<file path="config.mk">
export PLATFORM = sky130hd
export DESIGN_NAME = clahe_hist_ram_ctrl_flat
export DESIGN_NICKNAME = d
export VERILOG_FILES = /design/src/rtl/clahe_hist_ram_ctrl_if.sv /design/src/rtl/clahe_hist_ram_ctrl.sv /design/src/flat_wrapper.sv
export SDC_FILE = /design/constraint.sdc
export NUM_CORES = 1
export LEC_CHECK = 0
export CAP_MARGIN = 40
export CORE_ASPECT_RATIO = 1.75
export CORE_MARGIN = 1.5
export CORE_UTILIZATION = 50
export DETAILED_ROUTE_END_ITERATION = 16
export MAX_ROUTING_LAYER = met4
export PLACE_DENSITY = 0.74
export SLEW_MARGIN = 30
export SYNTH_ARGS = -nofsm -noshare
export SYNTH_HDL_FRONTEND = slang
export SYNTH_SLANG_ARGS = --single-unit
</file>
<file path="constraint.sdc">
create_clock -name clk -period 4.6 [get_ports clk]
set_input_delay 0.46 -clock clk [delete_from_list [all_inputs] [get_ports clk]]
set_output_delay 0.46 -clock clk [all_outputs]
set_load 0.01 [all_outputs]
</file>
<file path="src/rtl/clahe_hist_ram_ctrl_if.sv">
`default_nettype none
// =============================================================================
// clahe_hist_ram_ctrl_if : pixel, histogram-stream and RAM-port bundle
// Rev 1.0
// =============================================================================
interface clahe_hist_ram_ctrl_if #(
   parameter int ADDR_W = 8,
   parameter int CNT_W  = 16
);
   logic              pix_valid;
   logic [ADDR_W-1:0] pix_data;
   logic              pix_ready;
   logic              clear_start;
   logic              rd_start;
   logic              busy;
   logic              done;
   logic              hist_valid;
   logic              hist_ready;
   logic [ADDR_W-1:0] hist_bin;
   logic [CNT_W-1:0]  hist_count;
   logic              hist_last;
   logic              ram_we;
   logic [ADDR_W-1:0] ram_waddr;
   logic [CNT_W-1:0]  ram_wdata;
   logic              ram_re;
   logic [ADDR_W-1:0] ram_raddr;
   logic [CNT_W-1:0]  ram_rdata;

   modport master (
      input  pix_valid, pix_data, clear_start, rd_start, hist_ready, ram_rdata,
      output pix_ready, busy, done, hist_valid, hist_bin, hist_count, hist_last,
             ram_we, ram_waddr, ram_wdata, ram_re, ram_raddr
   );

   modport slave (
      output pix_valid, pix_data, clear_start, rd_start, hist_ready, ram_rdata,
      input  pix_ready, busy, done, hist_valid, hist_bin, hist_count, hist_last,
             ram_we, ram_waddr, ram_wdata, ram_re, ram_raddr
   );
endinterface
`default_nettype wire

</file>
<file path="src/rtl/clahe_hist_ram_ctrl.sv">
`default_nettype none
// =============================================================================
// clahe_hist_ram_ctrl : tile histogram RAM controller (accumulate/clear/readout)
// Rev 1.0
// =============================================================================
module clahe_hist_ram_ctrl #(
   parameter int ADDR_W      = 8,
   parameter int CNT_W       = 16,
   parameter int CLR_ON_READ = 0
) (
   input  logic                 clk,
   input  logic                 rst,
   clahe_hist_ram_ctrl_if.master bus
);

   localparam logic [ADDR_W-1:0] LAST_BIN = '1;
   localparam logic [CNT_W-1:0]  CNT_MAX  = '1;

   typedef enum logic [1:0] {
      ACCUM = 2'd0,
      DRAIN = 2'd1,
      CLEAR = 2'd2,
      READ  = 2'd3
   } state_t;

   state_t            state;
   logic              op_clear;
   logic              done_q;

   logic              valid_s1;
   logic [ADDR_W-1:0] addr_s1;
   logic              fwd_valid;
   logic [ADDR_W-1:0] fwd_addr;
   logic [CNT_W-1:0]  fwd_data;

   logic [ADDR_W-1:0] clr_addr;
   logic [ADDR_W-1:0] iss_addr;
   logic              iss_done;
   logic              ret_valid;
   logic [ADDR_W-1:0] ret_bin;

   logic [ADDR_W-1:0] skid_bin   [2];
   logic [CNT_W-1:0]  skid_count [2];
   logic [1:0]        skid_occ;
   logic              wr_ptr;
   logic              rd_ptr;

   logic              start_any;
   logic              pix_ready_c;
   logic              accept;
   logic [CNT_W-1:0]  base;
   logic [CNT_W-1:0]  inc;
   logic [1:0]        inflight;
   logic              issue;
   logic              out_valid;
   logic [ADDR_W-1:0] out_bin;
   logic [CNT_W-1:0]  out_count;
   logic              beat;
   logic              push;
   logic              pop;

   logic              we;
   logic [ADDR_W-1:0] waddr;
   logic [CNT_W-1:0]  wdata;
   logic              re;
   logic [ADDR_W-1:0] raddr;

   assign start_any   = bus.clear_start | bus.rd_start;
   assign pix_ready_c = (state == ACCUM) && !start_any;
   assign accept      = bus.pix_valid && pix_ready_c;

   // READ_FIRST returns stale data when the previous cycle wrote the same bin
   assign base = (fwd_valid && (fwd_addr == addr_s1)) ? fwd_data : bus.ram_rdata;
   assign inc  = (base == CNT_MAX) ? base : base + CNT_W'(1);

   assign inflight = {1'b0, ret_valid} + skid_occ;
   assign issue    = (state == READ) && !iss_done && (inflight < 2'd2);

   // Empty skid lets returning data bypass straight to the stream outputs
   assign out_valid = ret_valid || (skid_occ != 2'd0);
   assign out_bin   = (skid_occ == 2'd0) ? ret_bin : skid_bin[rd_ptr];
   assign out_count = (skid_occ == 2'd0) ? bus.ram_rdata : skid_count[rd_ptr];
   assign beat      = out_valid && bus.hist_ready;
   assign push      = ret_valid && !((skid_occ == 2'd0) && bus.hist_ready);
   assign pop       = (skid_occ != 2'd0) && bus.hist_ready;

   always_comb begin
      re    = 1'b0;
      raddr = '0;
      we    = 1'b0;
      waddr = '0;
      wdata = '0;
      if (accept) begin
         re    = 1'b1;
         raddr = bus.pix_data;
      end else if (issue) begin
         re    = 1'b1;
         raddr = iss_addr;
      end
      if (valid_s1) begin
         we    = 1'b1;
         waddr = addr_s1;
         wdata = inc;
      end else if (state == CLEAR) begin
         we    = 1'b1;
         waddr = clr_addr;
      end else if ((CLR_ON_READ != 0) && ret_valid) begin
         we    = 1'b1;
         waddr = ret_bin;
      end
   end

   assign bus.pix_ready  = pix_ready_c;
   assign bus.busy       = (state != ACCUM);
   assign bus.done       = done_q;
   assign bus.hist_valid = out_valid;
   assign bus.hist_bin   = out_bin;
   assign bus.hist_count = out_count;
   assign bus.hist_last  = out_valid && (out_bin == LAST_BIN);
   assign bus.ram_we     = we;
   assign bus.ram_waddr  = waddr;
   assign bus.ram_wdata  = wdata;
   assign bus.ram_re     = re;
   assign bus.ram_raddr  = raddr;

   always_ff @(posedge clk) begin
      if (rst) begin
         state     <= ACCUM;
         op_clear  <= 1'b0;
         done_q    <= 1'b0;
         valid_s1  <= 1'b0;
         addr_s1   <= '0;
         fwd_valid <= 1'b0;
         fwd_addr  <= '0;
         fwd_data  <= '0;
         clr_addr  <= '0;
         iss_addr  <= '0;
         iss_done  <= 1'b0;
         ret_valid <= 1'b0;
         ret_bin   <= '0;
         skid_occ  <= 2'd0;
         wr_ptr    <= 1'b0;
         rd_ptr    <= 1'b0;
      end else begin
         done_q    <= 1'b0;
         valid_s1  <= accept;
         fwd_valid <= valid_s1;
         ret_valid <= issue;
         if (accept) begin
            addr_s1 <= bus.pix_data;
         end
         if (valid_s1) begin
            fwd_addr <= addr_s1;
            fwd_data <= inc;
         end
         if (issue) begin
            ret_bin <= iss_addr;
         end

         if (push) begin
            skid_bin[wr_ptr]   <= ret_bin;
            skid_count[wr_ptr] <= bus.ram_rdata;
            wr_ptr             <= ~wr_ptr;
         end
         if (pop) begin
            rd_ptr <= ~rd_ptr;
         end
         case ({push, pop})
            2'b10:   skid_occ <= skid_occ + 2'd1;
            2'b01:   skid_occ <= skid_occ - 2'd1;
            default: skid_occ <= skid_occ;
         endcase

         case (state)
            ACCUM: begin
               if (start_any) begin
                  state    <= DRAIN;
                  op_clear <= bus.clear_start;
               end
            end
            DRAIN: begin
               state    <= op_clear ? CLEAR : READ;
               clr_addr <= '0;
               iss_addr <= '0;
               iss_done <= 1'b0;
            end
            CLEAR: begin
               clr_addr <= clr_addr + ADDR_W'(1);
               if (clr_addr == LAST_BIN) begin
                  state  <= ACCUM;
                  done_q <= 1'b1;
               end
            end
            READ: begin
               if (issue) begin
                  iss_addr <= iss_addr + ADDR_W'(1);
                  if (iss_addr == LAST_BIN) begin
                     iss_done <= 1'b1;
                  end
               end
               if (beat && (out_bin == LAST_BIN)) begin
                  state  <= ACCUM;
                  done_q <= 1'b1;
               end
            end
            default: state <= ACCUM;
         endcase
      end
   end

endmodule
`default_nettype wire

</file>
<file path="src/flat_wrapper.sv">
// flat-port wrapper written by rule: the top's interface ports become plain ports
module clahe_hist_ram_ctrl_flat 
#(
   parameter int ADDR_W      = 8,
   parameter int CNT_W       = 16,
   parameter int CLR_ON_READ = 0
)
  (clk, rst, bus_pix_valid, bus_pix_data, bus_clear_start, bus_rd_start, bus_hist_ready, bus_ram_rdata, bus_pix_ready, bus_busy, bus_done, bus_hist_valid, bus_hist_bin, bus_hist_count, bus_hist_last, bus_ram_we, bus_ram_waddr, bus_ram_wdata, bus_ram_re, bus_ram_raddr);
  clahe_hist_ram_ctrl_if #(.ADDR_W(ADDR_W), .CNT_W(CNT_W)) bus_i ();
  input  logic clk;
  input  logic rst;
  input wire logic [$bits(bus_i.pix_valid)-1:0] bus_pix_valid;
  input wire logic [$bits(bus_i.pix_data)-1:0] bus_pix_data;
  input wire logic [$bits(bus_i.clear_start)-1:0] bus_clear_start;
  input wire logic [$bits(bus_i.rd_start)-1:0] bus_rd_start;
  input wire logic [$bits(bus_i.hist_ready)-1:0] bus_hist_ready;
  input wire logic [$bits(bus_i.ram_rdata)-1:0] bus_ram_rdata;
  output wire logic [$bits(bus_i.pix_ready)-1:0] bus_pix_ready;
  output wire logic [$bits(bus_i.busy)-1:0] bus_busy;
  output wire logic [$bits(bus_i.done)-1:0] bus_done;
  output wire logic [$bits(bus_i.hist_valid)-1:0] bus_hist_valid;
  output wire logic [$bits(bus_i.hist_bin)-1:0] bus_hist_bin;
  output wire logic [$bits(bus_i.hist_count)-1:0] bus_hist_count;
  output wire logic [$bits(bus_i.hist_last)-1:0] bus_hist_last;
  output wire logic [$bits(bus_i.ram_we)-1:0] bus_ram_we;
  output wire logic [$bits(bus_i.ram_waddr)-1:0] bus_ram_waddr;
  output wire logic [$bits(bus_i.ram_wdata)-1:0] bus_ram_wdata;
  output wire logic [$bits(bus_i.ram_re)-1:0] bus_ram_re;
  output wire logic [$bits(bus_i.ram_raddr)-1:0] bus_ram_raddr;
  assign bus_i.pix_valid = bus_pix_valid;
  assign bus_i.pix_data = bus_pix_data;
  assign bus_i.clear_start = bus_clear_start;
  assign bus_i.rd_start = bus_rd_start;
  assign bus_i.hist_ready = bus_hist_ready;
  assign bus_i.ram_rdata = bus_ram_rdata;
  assign bus_pix_ready = bus_i.pix_ready;
  assign bus_busy = bus_i.busy;
  assign bus_done = bus_i.done;
  assign bus_hist_valid = bus_i.hist_valid;
  assign bus_hist_bin = bus_i.hist_bin;
  assign bus_hist_count = bus_i.hist_count;
  assign bus_hist_last = bus_i.hist_last;
  assign bus_ram_we = bus_i.ram_we;
  assign bus_ram_waddr = bus_i.ram_waddr;
  assign bus_ram_wdata = bus_i.ram_wdata;
  assign bus_ram_re = bus_i.ram_re;
  assign bus_ram_raddr = bus_i.ram_raddr;
  clahe_hist_ram_ctrl #(.ADDR_W(ADDR_W), .CNT_W(CNT_W), .CLR_ON_READ(CLR_ON_READ)) u_core (.clk(clk), .rst(rst), .bus(bus_i));
endmodule
</file>
==> results of run 1 <==
[cell families (layout without fill, tap and decap cells)]
group,count (synthesis),after routing,share of synthesized area [%]
AND/OR/NAND/NOR,287,287,22.2
AO/OA/AOI/OAI,135,135,13.3
flip-flops,117,117,43.9
multiplexers,67,67,10.7
buffers and inverters,65,172,4.13
XOR/XNOR,31,31,4.22
adder cells (fa/ha/maj),8,8,1.56
[flip-flops by register name (all words and copies together), names as in the netlist, 2 cells and up, named ones only]
name               cells
u_core.skid_occ        2
u_core.addr_s1         8
u_core.ret_bin         8
u_core.fwd_data       16
u_core.skid_bin       16
u_core.iss_addr        8
u_core.state           2
u_core.clr_addr        8
u_core.fwd_addr        8
u_core.skid_count     32
[timing repair]
action / in CTS / in global routing
setup endpoints to repair: 4 / 11
resized for setup: 3 / 10
setup buffers: 0 / 3
pin swaps: 0 / 4
[routing by layer]
layer / GRT usage, % / part of all wire [%] / vias up
met5: - / 0 / -
met3: 5.94 / 4.8 / 66
met2: 48.8 / 53 / 270
met1: 27.7 / 36 / 2678
met4: 16.5 / 5.9 / 0
li1: - / - / 2770
[cell usage in the layout, fill, tap and decap left out, types with 4 or more instances in the layout]
master,instances
nor2_1,65
nand2_1,86
mux2_2,15
or2_2,5
buf_4,24
nor3b_1,5
o21a_1,5
xnor2_1,17
o21ai_0,26
inv_1,22
edfxtp_1,48
inv_4,5
and4_1,5
or3_1,7
and3_1,11
and2_1,6
mux2i_1,51
clkbuf_16,17
a22o_1,8
a21o_1,4
dfxtp_1,68
clkdlybuf4s50_1,87
nor2b_1,5
a31oi_1,4
a21oi_1,55
dlymetal6s2s_1,4
nor3_1,19
a211oi_1,4
nand3_1,21
ha_1,7
xor2_1,14
nand4_1,21
nor4_1,11
[through the flow]
stage / power [mW] / util, % / hold WS (ns) / setup slack, ns
after detailed placement: 1.68 / 60.5 / 0.447 / 0.362
after global routing: 3.04 / 65.7 / 0.486 / 0.0143
final: 2.93 / 65.7 / 0.465 / 0.116
after floorplan: 1.46 / - / 0.420 / 0.777
after global placement: 1.66 / 60.3 / 0.435 / 0.460
after CTS: 2.93 / 65.1 / 0.459 / 0.00725
[worst paths after layout]
kind	startpoint	end	slack, ns	cells after the start
setup / recovery	u_core.addr_s1[2]	bus_ram_wdata[14]	0.12	13
hold reg to reg	u_core.iss_done	u_core.iss_done	0.46	2
hold / removal	u_core.iss_done	u_core.iss_done	0.46	2
setup reg to reg	u_core.addr_s1[2]	u_core.fwd_data[13]	1.23	13
[power by group]
group	switching, mW	total (mW)	internal (mW)
clock	0.480	1.27	0.786
sequential	0.0365	1.14	1.11
combinational	0.294	0.524	0.230
[critical path, stage by stage (launching register included)]
cell	delay (ns)
dfxtp_1	0.40
xnor2_1	0.15
nand4_1	0.22
or3_4	0.40
mux2i_1	0.16
inv_1	0.08
ha_2	0.24
nand4_1	0.16
buf_4	0.22
nor4_2	0.30
mux2_2	0.37
mux2_2	0.27
and2_1	0.16
clkdlybuf4s50_1	0.47
[final cells by class]
type | count | area, um2 | area share, %
Timing Repair Buffer | 118 | 1140 | 13.9
Multi-Input combinational cell | 528 | 3390 | 41.3
Tap cell | 168 | 210 | 2.56
Clock inverter | 11 | 93.8 | 1.14
Clock buffer | 21 | 470 | 5.73
Inverter | 22 | 82.6 | 1.01
Sequential cell | 117 | 2820 | 34.4
==> results.py, run 1 <==
metrics = {
    "floorplanning": {
        "rows": 54,
        "start_util_pct": 51.4,
        "core_area_um2": 12500,
        "die_height_um": 153,
        "die_w_um": 88.7,
        "io_pins": 93,
        "die_area_um2": 13600,
    },
    "hold_path": {
        "worstHoldPathType": "register to register",
    },
    "critical_path": {
        "crit_path_end_kind": "primary output",
        "critPathRequiredTime_ns": 4.14,
        "crit_fanout": 5,
        "critPathLaunchType": "register",
        "critical_path_class": "register to primary output",
        "critPathArrivalTime_ns": 4.02,
    },
    "layout": {
        "diodes": 0,
        "drive_gt1_share_pct": 11.5,
        "fin_nets": 842,
        "finalInstanceArea_um2": 8210,
        "fin_cells": 985,
        "syn2layout_area_growth_pct": 27.7,
        "fill_cells": 1032,
    },
    "detailed_routing": {
        "dr.first_iter.drc_count": 399,
        "vias": 5784,
        "route.antenna.remaining_nets": 0,
        "routedWlPerCell_um": 18.7,
        "drc": 0,
        "firstDrtPassIters": 5,
        "wirelength_um": 18400,
        "avgViaCountPerCell": 5.87,
    },
    "place": {
        "io_buffers": 92,
        "dp_hpwl_um": 13200,
        "placedCellCount": 949,
        "place_area_um2": 7560,
        "gp_congestion": 0.929,
    },
    "clock_network": {
        "cts_root_buffer": "clkbuf_16",
        "clk_pin_slew_ns": 0.06,
        "postCtsHoldBufs": 0,
        "clk_latency_ns": 0.42,
        "max-clock-path-buffers": 2,
        "cts_sinks": 117,
        "cts_tree": "built",
        "numCtsBuffers": 17,
        "h-tree-depth": 4,
    },
    "global_routing": {
        "grt_max_degree": 51,
        "grt_pass1_wl_um": 28000,
        "grt_pass1_vias": 5544,
        "grt_antenna_before_repair": 0,
        "grt_usage_pct": 28.0,
        "grt_overflow": 0,
    },
    "logic_synthesis": {
        "synth_area_um2": 6430,
        "synth_nets": 748,
        "synthTopCellsByCount": "nand2_1 (86), dfxtp_1 (69), nor2_1 (66)",
        "yosys.area.top_type": "edfxtp_1",
        "ys_ff_latch": 117,
        "synthCells": 710,
        "ys_types": 65,
        "synthFlopType": "dfxtp_1",
        "netlist.area_leader.share_pct": 22.4,
        "syn_area_per_cell_um2": 9.06,
        "synth_most_common_cell": "nand2_1",
        "synth_seq_area_share_pct": 43.9,
        "async_flop_share_pct": 0,
        "synth-edff-count": 48,
        "synth_area_leaders": "edfxtp_1 (22%), dfxtp_1 (21%), mux2i_1 (8.1%), nand2_1 (5.0%), a21oi_1 (4.3%)",
        "ys_warn_count": 0,
    },
    "sta": {
        "slew_violations": 0,
        "fin_setup_tns_ns": 0,
        "rsz0062_at_grt": "false",
        "worstMarginPinSlew_ns": 0.751,
        "finalHoldViolCount": 0,
        "period_minus_slack_ns": 4.48,
        "fmax_mhz": 223,
        "setup_viol": 0,
        "skew_ns": 0.00858,
        "max-slew-margin-rel_pct": 48.5,
        "period_share_pct": 97.5,
    },
    "power": {
        "p_per_area_nw_per_um2": 357,
        "ir_drop_mv": 0.396,
        "leakage_nw": 3.10,
    },
    "run_status": {
        "status": "finished, final reports clean",
    },
    "job": {
        "drv_cap": 0,
    },
}
No activity file was read; power rests on OpenSTA's default activity.
==> inputs of run 2 (changes only) <==
--- a/config.mk
+++ b/config.mk
@@ -6,12 +6,14 @@
 export NUM_CORES = 1
 export LEC_CHECK = 0
 export CAP_MARGIN = 40
-export CORE_ASPECT_RATIO = 1.75
+export CORE_ASPECT_RATIO = 1.25
 export CORE_MARGIN = 1.5
 export CORE_UTILIZATION = 50
 export DETAILED_ROUTE_END_ITERATION = 16
+export GPL_ROUTABILITY_DRIVEN = 0
 export MAX_ROUTING_LAYER = met4
 export PLACE_DENSITY = 0.74
+export SETUP_SLACK_MARGIN = 0.02
 export SLEW_MARGIN = 30
 export SYNTH_ARGS = -nofsm -noshare
 export SYNTH_HDL_FRONTEND = slang
==> results.py, run 2 (synthesis gave the netlist of run 1 again) <==
metrics = {
    "layout": {
        "diodes": 0,
        "largestRegisters": "u_core.skid_count (32), u_core.fwd_data (16), u_core.skid_bin (16)",
        "fin_nets": 846,
        "syn2layout_area_growth_pct": 30.7,
        "regArea_um2": 2830,
        "multi_input_area_um2": 3480,
        "fill_cells": 954,
        "largest_register": "u_core.skid_count",
        "drive_gt1_share_pct": 13.0,
        "largest_register_ffs": 32,
        "final_cell_mix": "nand2_1 (86), clkdlybuf4s50_1 (86), dfxtp_1 (67), nor2_1 (65), a21oi_1 (55)",
        "fin_cells": 989,
    },
    "clock_network": {
        "numCtsBuffers": 17,
        "postCtsHoldBufs": 0,
        "cts_sinks": 117,
        "cts_root_buffer": "clkbuf_16",
        "clk_latency_ns": 0.42,
        "cts_tree": "built",
        "h-tree-depth": 4,
        "max-clock-path-buffers": 2,
        "clk_pin_slew_ns": 0.05,
    },
    "power": {
        "leakage_nw": 3.20,
        "p_per_area_nw_per_um2": 366,
        "fin_total_pwr_mw": 3.08,
        "ir_drop_mv": 0.304,
    },
    "detailed_routing": {
        "firstDrtPassIters": 6,
        "avgViaCountPerCell": 5.96,
        "drc": 0,
        "dr.first_iter.drc_count": 607,
        "wirelength_um": 17700,
        "vias": 5899,
        "route.antenna.remaining_nets": 0,
        "routedWlPerCell_um": 17.9,
    },
    "sta": {
        "skew_ns": 0.00729,
        "max-slew-margin-rel_pct": 52.2,
        "slew_violations": 0,
        "finalHoldViolCount": 0,
        "fmax_mhz": 224,
        "setup_viol": 0,
        "period_minus_slack_ns": 4.46,
        "worstMarginPinSlew_ns": 0.715,
        "period_share_pct": 96.9,
    },
    "critical_path": {
        "r2r_setup_slack_ns": 1.14,
        "critPathLaunchType": "register",
        "worst_r2r_endpoint": "u_core.fwd_data[5]",
        "worstReg2RegStart": "u_core.addr_s1[6]",
        "critical_path_class": "register to primary output",
        "crit_path_end_kind": "primary output",
        "crit_fanout": 16,
        "reg2regPathDepth": 15,
        "critPathArrivalTime_ns": 4.00,
        "critPathRequiredTime_ns": 4.14,
    },
    "floorplanning": {
        "start_util_pct": 51.0,
        "die_height_um": 130,
        "core_area_um2": 12600,
        "rows": 46,
        "io_pins": 93,
        "die_w_um": 104,
        "die_area_um2": 13600,
    },
    "place": {
        "io_buffers": 92,
        "placedCellCount": 948,
        "dp_hpwl_um": 12000,
    },
    "global_routing": {
        "grt_pass1_wl_um": 27500,
        "grt_max_degree": 52,
        "grt_pass1_vias": 5556,
        "grt_overflow": 0,
        "grt_antenna_before_repair": 0,
        "grt_usage_pct": 26.6,
    },
    "job": {
        "drv_cap": 0,
    },
    "run_status": {
        "status": "finished, final reports clean",
    },
    "hold_path": {
        "worstHoldPathType": "register to register",
        "hp-start": "u_core.iss_done",
        "min_delay_path_depth": 2,
        "hold_end": "u_core.iss_done",
    },
}
## run 2: cell count changes in the layout (fill, tap and decap cells not counted), moves of 3 or more
cell       before  now
inv_4           5    1
clkbuf_16      17   20
buf_4          24   28
clkbuf_1        1    4
## run 2: report_power, final
| group | switching (mW) | internal (mW) |
|---|---|---|
| sequential | 0.0343 | 1.11 |
| clock | 0.453 | 0.960 |
| combinational | 0.287 | 0.233 |
| total | 0.775 | 2.30 |
## run 2: worst max path at each step
stage	start	end
detailed placement	u_core.addr_s1[5]	bus_ram_wdata[4]
finish	u_core.addr_s1[7]	bus_ram_wdata[3]
global placement	u_core.addr_s1[0]	bus_ram_wdata[0]
floorplan	u_core.addr_s1[3]	bus_ram_wdata[4]
CTS	u_core.addr_s1[1]	bus_ram_wdata[11]
global route	u_core.addr_s1[1]	bus_ram_wdata[14]
## run 2: layout make-up
type,count,share of cell area [%]
Clock buffer,25,6.30
Clock inverter,7,1.32
Inverter,22,0.982
Multi-Input combinational cell,528,41.4
Sequential cell,117,33.6
Tap cell,168,2.50
Timing Repair Buffer,122,13.9
## run 2: per-layer routing
metal	vias up	global-route usage [%]	share of wire, %
met5	-	-	0
met4	0	13.6	3.7
met3	61	6.14	7.3
met2	302	45.5	49
met1	2757	29.0	40
li1	2779	-	-
## run 2: repair_timing
item	4_1_cts	5_1_grt
pin swaps	2	6
resized for setup	11	19
setup buffers	3	5
setup endpoints to repair	9	11
## run 2: through the flow
stage / util [%] / instance area, um2 / hold WS (ns) / TNS, ns / setup WS [ns]
6_report: 66.7 / 8410 / 0.458 / 0 / 0.144
3_5_place_dp: 59.8 / 7540 / 0.447 / 0 / 0.334
4_1_cts: 65.4 / 8250 / 0.459 / 0 / 0.0634
5_1_grt: 66.7 / 8410 / 0.476 / -0.0138 / -0.0109
3_3_place_gp: 59.8 / 7540 / 0.434 / 0 / 0.415
2_1_floorplan: - / 6430 / 0.420 / 0 / 0.777
## run 2: critical path, stage by stage (launching register included)
cell	delay (ns)
dfxtp_1	0.40
xnor2_1	0.14
nand2_1	0.12
or3_4	0.44
mux2i_4	0.21
inv_1	0.08
ha_1	0.22
buf_6	0.20
and4_1	0.26
nand4_1	0.23
nand4_1	0.25
xnor2_1	0.14
nor2_1	0.06
a211oi_1	0.23
clkdlybuf4s50_1	0.59
